==> config.mk <==
export PLATFORM = sky130hd
export DESIGN_NAME = gray_code
export DESIGN_NICKNAME = d
export VERILOG_FILES = /design/src/rtl/gray_code_pkg.sv /design/src/rtl/gray_code_bin2gray.sv /design/src/rtl/gray_code.sv
export SDC_FILE = /design/constraint.sdc
export NUM_CORES = 1
export LEC_CHECK = 0
export CAP_MARGIN = 0
export CORE_AREA = 5 5 42 44
export CTS_BUF_LIST = sky130_fd_sc_hd__clkbuf_2
export CTS_CLUSTER_SIZE = 30
export DETAILED_ROUTE_END_ITERATION = 8
export DIE_AREA = 0 0 47 49
export PLACE_DENSITY = 0.65
export SYNTH_ARGS = -nofsm -noshare
export SYNTH_HDL_FRONTEND = slang
export SYNTH_SLANG_ARGS = --single-unit
==> constraint.sdc <==
create_clock -name clk -period 2.1 [get_ports clk]
set_input_delay 0.315 -clock clk [delete_from_list [all_inputs] [get_ports clk]]
set_output_delay 0.315 -clock clk [all_outputs]
set_load 0.02 [all_outputs]
==> src/rtl/gray_code_pkg.sv <==
// Shared definitions for the Gray-code counter: default width and the
// binary/Gray conversion helpers used for constants and by other blocks.
package gray_code_pkg;

    // Default counter width in bits.
    localparam int DEFAULT_WIDTH = 4;

    // Widest counter the helpers below are sized for.
    localparam int MAX_WIDTH = 32;

    // Binary to reflected Gray code. Each Gray bit is the XOR of two
    // adjacent binary bits. The MSB is unchanged.
    function automatic logic [MAX_WIDTH-1:0] to_gray(input logic [MAX_WIDTH-1:0] b);
        return b ^ (b >> 1);
    endfunction

    // Gray code back to binary. Each binary bit is the XOR of all Gray
    // bits at or above its position, accumulated from the MSB down.
    function automatic logic [MAX_WIDTH-1:0] to_bin(input logic [MAX_WIDTH-1:0] g);
        logic [MAX_WIDTH-1:0] b;
        b = '0;
        b[MAX_WIDTH-1] = g[MAX_WIDTH-1];
        for (int i = MAX_WIDTH - 2; i >= 0; i--) begin
            b[i] = b[i+1] ^ g[i];
        end
        return b;
    endfunction

endpackage : gray_code_pkg

==> src/rtl/gray_code_bin2gray.sv <==
// Purely combinational binary-to-Gray converter. It is kept in its own
// module so that the top level holds only registers and next-state logic.
module bin2gray
    import gray_code_pkg::*;
#(
    parameter int WIDTH = DEFAULT_WIDTH
) (
    input  logic [WIDTH-1:0] bin_i,
    output logic [WIDTH-1:0] gray_o
);

    // Each lower Gray bit is the XOR of two adjacent binary bits.
    for (genvar gi = 0; gi < WIDTH - 1; gi++) begin : g_xor
        assign gray_o[gi] = bin_i[gi] ^ bin_i[gi+1];
    end

    // The MSB passes straight through.
    assign gray_o[WIDTH-1] = bin_i[WIDTH-1];

endmodule : bin2gray

==> src/rtl/gray_code.sv <==
// Up/down Gray-code counter with synchronous load.
// The state is a binary count. Both the Gray output and the binary output
// are taken straight from flops, so they cannot glitch. The wrap flag is a
// registered pulse that lasts one cycle after each wrap-around step.
module gray_code
    import gray_code_pkg::*;
#(
    parameter int WIDTH     = DEFAULT_WIDTH,
    parameter int RESET_VAL = 0
) (
    input  logic             clk,
    input  logic             rst_n,
    input  logic             en,
    input  logic             up_dn,
    input  logic             load,
    input  logic [WIDTH-1:0] load_val,
    output logic [WIDTH-1:0] out,
    output logic [WIDTH-1:0] bin,
    output logic             wrap
);

    localparam logic [WIDTH-1:0] ONE        = WIDTH'(1);
    localparam logic [WIDTH-1:0] RESET_BIN  = WIDTH'(RESET_VAL);
    localparam logic [WIDTH-1:0] RESET_GRAY = WIDTH'(to_gray(MAX_WIDTH'(RESET_VAL)));

    logic [WIDTH-1:0] bin_q,  bin_d;
    logic [WIDTH-1:0] gray_q, gray_d;
    logic             wrap_q, wrap_d;

    // Next-state logic. Load has priority over counting, and counting has
    // priority over holding. A wrap is flagged when an up-count starts from
    // all ones, or when a down-count starts from zero.
    always_comb begin
        bin_d  = bin_q;
        wrap_d = 1'b0;
        if (load) begin
            bin_d = load_val;
        end else if (en) begin
            if (up_dn) begin
                bin_d  = bin_q + ONE;
                wrap_d = &bin_q;
            end else begin
                bin_d  = bin_q - ONE;
                wrap_d = ~|bin_q;
            end
        end
    end

    // The Gray value is encoded from the next binary count so that it can be
    // registered on the same edge as the count itself.
    bin2gray #(
        .WIDTH (WIDTH)
    ) u_bin2gray (
        .bin_i  (bin_d),
        .gray_o (gray_d)
    );

    // Count and output registers. Reset forces them immediately to the reset
    // value, with no dependence on the clock.
    always_ff @(posedge clk or negedge rst_n) begin
        if (!rst_n) begin
            bin_q  <= RESET_BIN;
            gray_q <= RESET_GRAY;
            wrap_q <= 1'b0;
        end else begin
            bin_q  <= bin_d;
            gray_q <= gray_d;
            wrap_q <= wrap_d;
        end
    end

    assign out  = gray_q;
    assign bin  = bin_q;
    assign wrap = wrap_q;

endmodule : gray_code

## After elaboration in Yosys (flattened, before gate mapping)

Cells that the tools add are included.

| storage, ports and cells | value |
|---|---|
| bits in registers | 9 |
| output and inout bits | 9 |
| word-level logic and storage cells | 17 |

| operators by class | value |
|---|---|
| add/sub/neg operators | 2 |
| muxes and demuxes | 6 |
| bitwise gates (word level) | 3 |
| reduce and logical (&&, ||, !) cells | 3 |

Operators by type and width:

| operator | number |
|---|---|
| $mux 4 | 3 |
| $add 4x1->4 const B | 1 |
| $reduce_and 4->1 | 1 |
| $reduce_or 4->1 | 1 |
| $sub 4x1->4 const B | 1 |
| $mux 1 | 3 |
| $xor 1x1->1 | 3 |
| $logic_not 1->1 | 1 |

## Longest topological paths before layout

| logic depth | value |
|---|---|
| depth after elaboration | 5 |
| gate-level depth with buffers | 6 |

## By module

From an unflattened synthesis, not the netlist that was laid out.

| unflattened totals | value |
|---|---|
| cell total of the unflattened synthesis | 46 |
| area total of the unflattened synthesis | 508.0 um2 |

Modules (own cells, without submodules):

| module | instances | cells each | area each (um2) |
|---|---|---|---|
| gray_code | 1 | 42 | 474.2 |
| bin2gray | 1 | 4 | 33.8 |

## Worst setup path before layout

Ideal clock, no wire load.

| path | value |
|---|---|
| kind | register -> register |
| start | register bin_q[2] (netlist: bin[2]) |
| end | register gray_q[2] (netlist: out[2]) |
| setup time | 0.132 ns |
| arrival time | 1.576 ns |
| slack | 0.392 ns |
| cell stages (with the launch flop) | 6 |
| path buffers | 0 |
| clock period less this slack | 1.708 ns |
| cells stage by stage | dfrtp_1 ha_1 nand3_1 and4b_1 or3_4 xor2_1 |

| on the way | value |
|---|---|
| word-level cells in the longest chain between the ends | 5 |
| elaborated cells between the ends (all ways) | 6 |
| those cells by class | add/sub: 2; mux: 3; bitwise: 1 |

Ends and longest elaborated chain:

| what | line | text |
|---|---|---|
| start: declaration | gray_code.sv:26 | `logic [WIDTH-1:0] bin_q, bin_d;` |
| start signal: assignment | gray_code.sv:66 | `bin_q <= bin_d;` |
| $sub 4x1->4 / $add 4x1->4 (equally long branches) | gray_code.sv:43, gray_code.sv:40 |  |
| $mux 4 * | gray_code.sv:39 | `if (up_dn) begin` |
| $mux 4 * | gray_code.sv:38 | `end else if (en) begin` |
| $mux 4 * | gray_code.sv:36 | `if (load) begin` |
| via bin_d[3] | gray_code.sv:26 |  |
| $xor 1x1->1 * | gray_code_bin2gray.sv:14 | `assign gray_o[gi] = bin_i[gi] ^ bin_i[gi+1];` |
| via gray_d[2] | gray_code.sv:27 | `logic [WIDTH-1:0] gray_q, gray_d;` |
| end signal: assignment | gray_code.sv:67 | `gray_q <= gray_d;` |
| end: declaration | gray_code.sv:27 |  |

The timed path passes the listed nets; every way through them passes the cells marked *.

## Worst setup path in the final report

| path | value |
|---|---|
| start | input up_dn |
| end | register gray_q[2] (netlist: out[2]) |

| on the way | value |
|---|---|
| word-level cells in the longest chain between the ends | 4 |

Ends and longest elaborated chain:

| what | line | text |
|---|---|---|
| start: declaration | gray_code.sv:14 | `input logic up_dn,` |
| $mux 4 | gray_code.sv:39 |  |
| $mux 4 | gray_code.sv:38 |  |
| $mux 4 | gray_code.sv:36 |  |
| via bin_d[3] | gray_code.sv:26 |  |
| $xor 1x1->1 | gray_code_bin2gray.sv:14 |  |
| via gray_d[2] | gray_code.sv:27 |  |

The timed path passes the listed nets, and every way through them passes these cells.

==> impl_results.md <==
* Share of synthesized area occupied by flip-flops and latches at 44.2%
* Relative slew slack at 77.2%
* Crit path time final at 1.92 ns
* Number of antenna violations at the first check in global routing at 0
* Critical Path Start Type: primary input
* Share of total power in the clock network at 16.5%
* Number of DRC violations after detailed-routing iteration 0 at 6
* Status: finished clean
* Initial core utilization at roughly a third
* Switching Fraction at 34.5%
* Max Fclk at between 500 and 600 MHz
* Sink count of the clock tree at 8
* Clk pin slew, worst setup/hold paths at 0.08 ns
* Reg power frac at 38.9%
* Required arrival time at the worst endpoint at ~2.2 ns
* Root Buffer: clkbuf_2
* Number of buffers inserted for hold repair after clock tree synthesis at 0
* Post-CTS setup buffer count at 0
* Final estimated routing congestion in global placement at 0.646
* Type of the tightest min-delay check: in2async
* Leakage power at 0.312 nW
* Cells after Synth at 42
* Pin count of the biggest net entering global routing at 9
* Comb power frac at 44.6%
* Detail Placement HPWL at 775 um
* Nature of the critical path endpoint: register
* Wire length of the first global-routing pass at 1580 um
* Num CTS Buffers at 3
* Clock tree from TritonCTS: done
* Worst hold slack at 0.339 ns
* Growth of design area from synthesis to finish at 51.9%
* Max-slew violation count at 0
* Fin. Hold Viols at 0
* GR Util All Layers at 9.57%
* Deepest level of the CTS H-tree at 1
* Number of warning messages in the yosys log at 0
* Remaining global-route overflow at 0
* Kind of critical path: in2reg
* Via count of the routed design at roughly 380
* Worst Setup Slack post-DPL at -0.0702 ns
* Proportion of register bits with asynchronous set or reset after synthesis at 100%
* Setup repair after global routing missed its margin: false
* Post-synth top area cell: dfrtp_1
* Max rail drop VDD at 0.000453 V
* Number of enable flip-flop cells after synthesis at 0
* Number of library cell types mapped by synthesis at 22
* Floorplan core area at roughly 0.0014 sq mm
* Top-level port count at 18
* Vias in the first global route at 400
* Max-cap violations at 0
* Wirelength per Cell at approximately 11 um
* Via/cell ratio at 4.66
* Final setup violation count at 0
* Ratio of cells with drive above 1 in the final layout at 15.2%
* Critical Path, Cell by Cell: clkdlybuf4s50_1 -> inv_1 -> ha_1 -> a21oi_1 -> a211oi_1 -> or3_4 -> xor2_1
* Clock Tree Buf Depth at 2
* Peak fanout along the critical path at 3
* Total negative setup slack at 0 ns
* Endpoint arrival time on the critical path at 2.05 ns
* Cell row count at 14
* Pin slew with the least headroom to its limit at 0.341 ns
* Main flop type after synthesis: dfrtp_1
* Clock insertion delay at the later pin of the skew report at 0.24 ns
* Overall die height at 49 um
* Die area at approximately 0.0023 sq mm
* Diodes inserted at 0
* Post-synthesis net count at 54
* Number of placed cells counting well taps at between 70 and 80
* Flops & latches, synth at 8
* Number of nets with antenna violations after routing at 0
* Final period utilization at 91.4%
* Drt pass-1 iters at 2
* Avg Inst Size Synth at 10.8 sq um
* Worst Skew at 0.00765 ns
* Total Wirelength at 940 um
* Final setup margin at 0.180 ns
* Internal power component at roughly 0.00035 W
* Slowest Stage Delay on Critical Path at 0.48 ns
* Remaining DRCs at 0
* Die width at 47 um
* Fin util at 49.1%
* # resized after CTS at 0
* Number of buffers inserted by port buffering at 17
* Final Non-Filler Cells at 82
* Total power divided by cell area at 784 mW/mm^2
* Switching power summed over all nets at 0.000186 W
* Share of the synthesized area in the top cell type at 44.2%
* Post-synthesis instance area at 453 sq um
* Final nets at 80
* Worst-path cell with the longest stage delay: clkdlybuf4s50_1
* Dominant cells by area after synthesis: dfrtp_1 (44%), xnor2_1 (7.7%), ha_1 (5.5%)
[cell usage in the layout, fill, tap and decap left out]
cell type and n:
or4_1 1, or3_4 1, xor2_1 2, o21ai_1 1, mux2i_1 2, o21ai_0 1
ha_1 2, fa_1 1, and3_1 1, nor2_1 4, a22o_1 1, nand3_1 1
a21oi_1 2, or2b_1 1, clkdlybuf4s50_1 17, a211oi_1 1, nand2_1 2, a31oi_1 1
buf_4 6, dfrtp_1 8, xnor2_1 4, inv_1 2, and4b_1 1, clkbuf_2 3
[synth_stat cells (all sizes together) (2+ instances only)]
cell	count
o21ai	2
a21oi	2
dfrtp	8
nand2	2
buf	2
xnor2	4
inv	2
nor2	4
ha	2
xor2	2
mux2i	2
[power groups by stage]
stage	combinational, W	clock (W)	sequential (W)
5_1_grt	0.000260	0.000102	0.000215
3_5_place_dp	0.000241	0	0.000213
4_1_cts	0.000244	0.0000935	0.000211
2_1_floorplan	0.0000868	0	0.000247
3_3_place_gp	0.000240	0	0.000214
6_report	0.000241	0.0000891	0.000210
[state kept, by name (all words and copies together) (netlist names)]
register	flops
wrap	1
bin	4
out	3
[path summary, 6_finish.rpt]
| path | from | to | slack [ns] | depth (start not counted) |
|---|---|---|---|---|
| max in group asynchronous | rst_n | out[0] | 1.50 | 1 |
| hold reg to reg | bin[3] | wrap | 0.67 | 2 |
| hold / removal | rst_n | wrap | 0.34 | 1 |
| setup reg to reg | bin[2] | out[2] | 0.40 | 5 |
| setup / recovery | up_dn | out[2] | 0.18 | 7 |
| min in group clk | bin[3] | wrap | 0.67 | 2 |
[critical path, delay by kind of cell]
| family | cells | cell delay (ns) |
|---|---|---|
| buf+inv | 2 | 0.57 |
| simple gates | 1 | 0.39 |
| fa+ha+maj | 1 | 0.34 |
| compound gates | 2 | 0.29 |
| xor+xnor | 1 | 0.14 |
[metal layers]
metal  vias to the layer above  share of wire [%]  global-route usage [%]
met3                         0                 11                    4.80
met5                         -                  0                       0
met2                        15                 47                    14.5
met1                       170                 42                    11.0
met4                         0                  0                    4.15
li1                        197                  -                       -
[cell type report]
| type | count | area (sq um) |
|---|---|---|
| clock buffers | 3 | 15.0 |
| repair buffers | 23 | 215 |
| inverters | 2 | 7.51 |
| flip-flops and latches | 8 | 200 |
| fillers | 142 | 713 |
| multi-input cells | 30 | 230 |
| well taps | 16 | 20.0 |
[through the flow]
| stage | total power, W | cell area [sq um] |
|---|---|---|
| 2_1_floorplan | 0.000334 | 453 |
| 3_3_place_gp | 0.000454 | 673 |
| 3_5_place_dp | 0.000455 | 673 |
| 4_1_cts | 0.000548 | 688 |
| 5_1_grt | 0.000578 | 688 |
| 6_report | 0.000539 | 688 |
[cells by family (layout without fill, tap and decap cells)]
kind of cell | count (synthesis) | count (layout) | synth area share, %
AND/OR/NAND/NOR | 12 | 12 | 15.5
flip-flops | 8 | 8 | 44.2
AO/OA/AOI/OAI | 7 | 7 | 9.39
XOR/XNOR | 6 | 6 | 11.6
buffers and inverters | 4 | 28 | 4.97
adder cells (fa/ha/maj) | 3 | 3 | 9.94
multiplexers | 2 | 2 | 4.42
(Power assumes the default switching activity.)
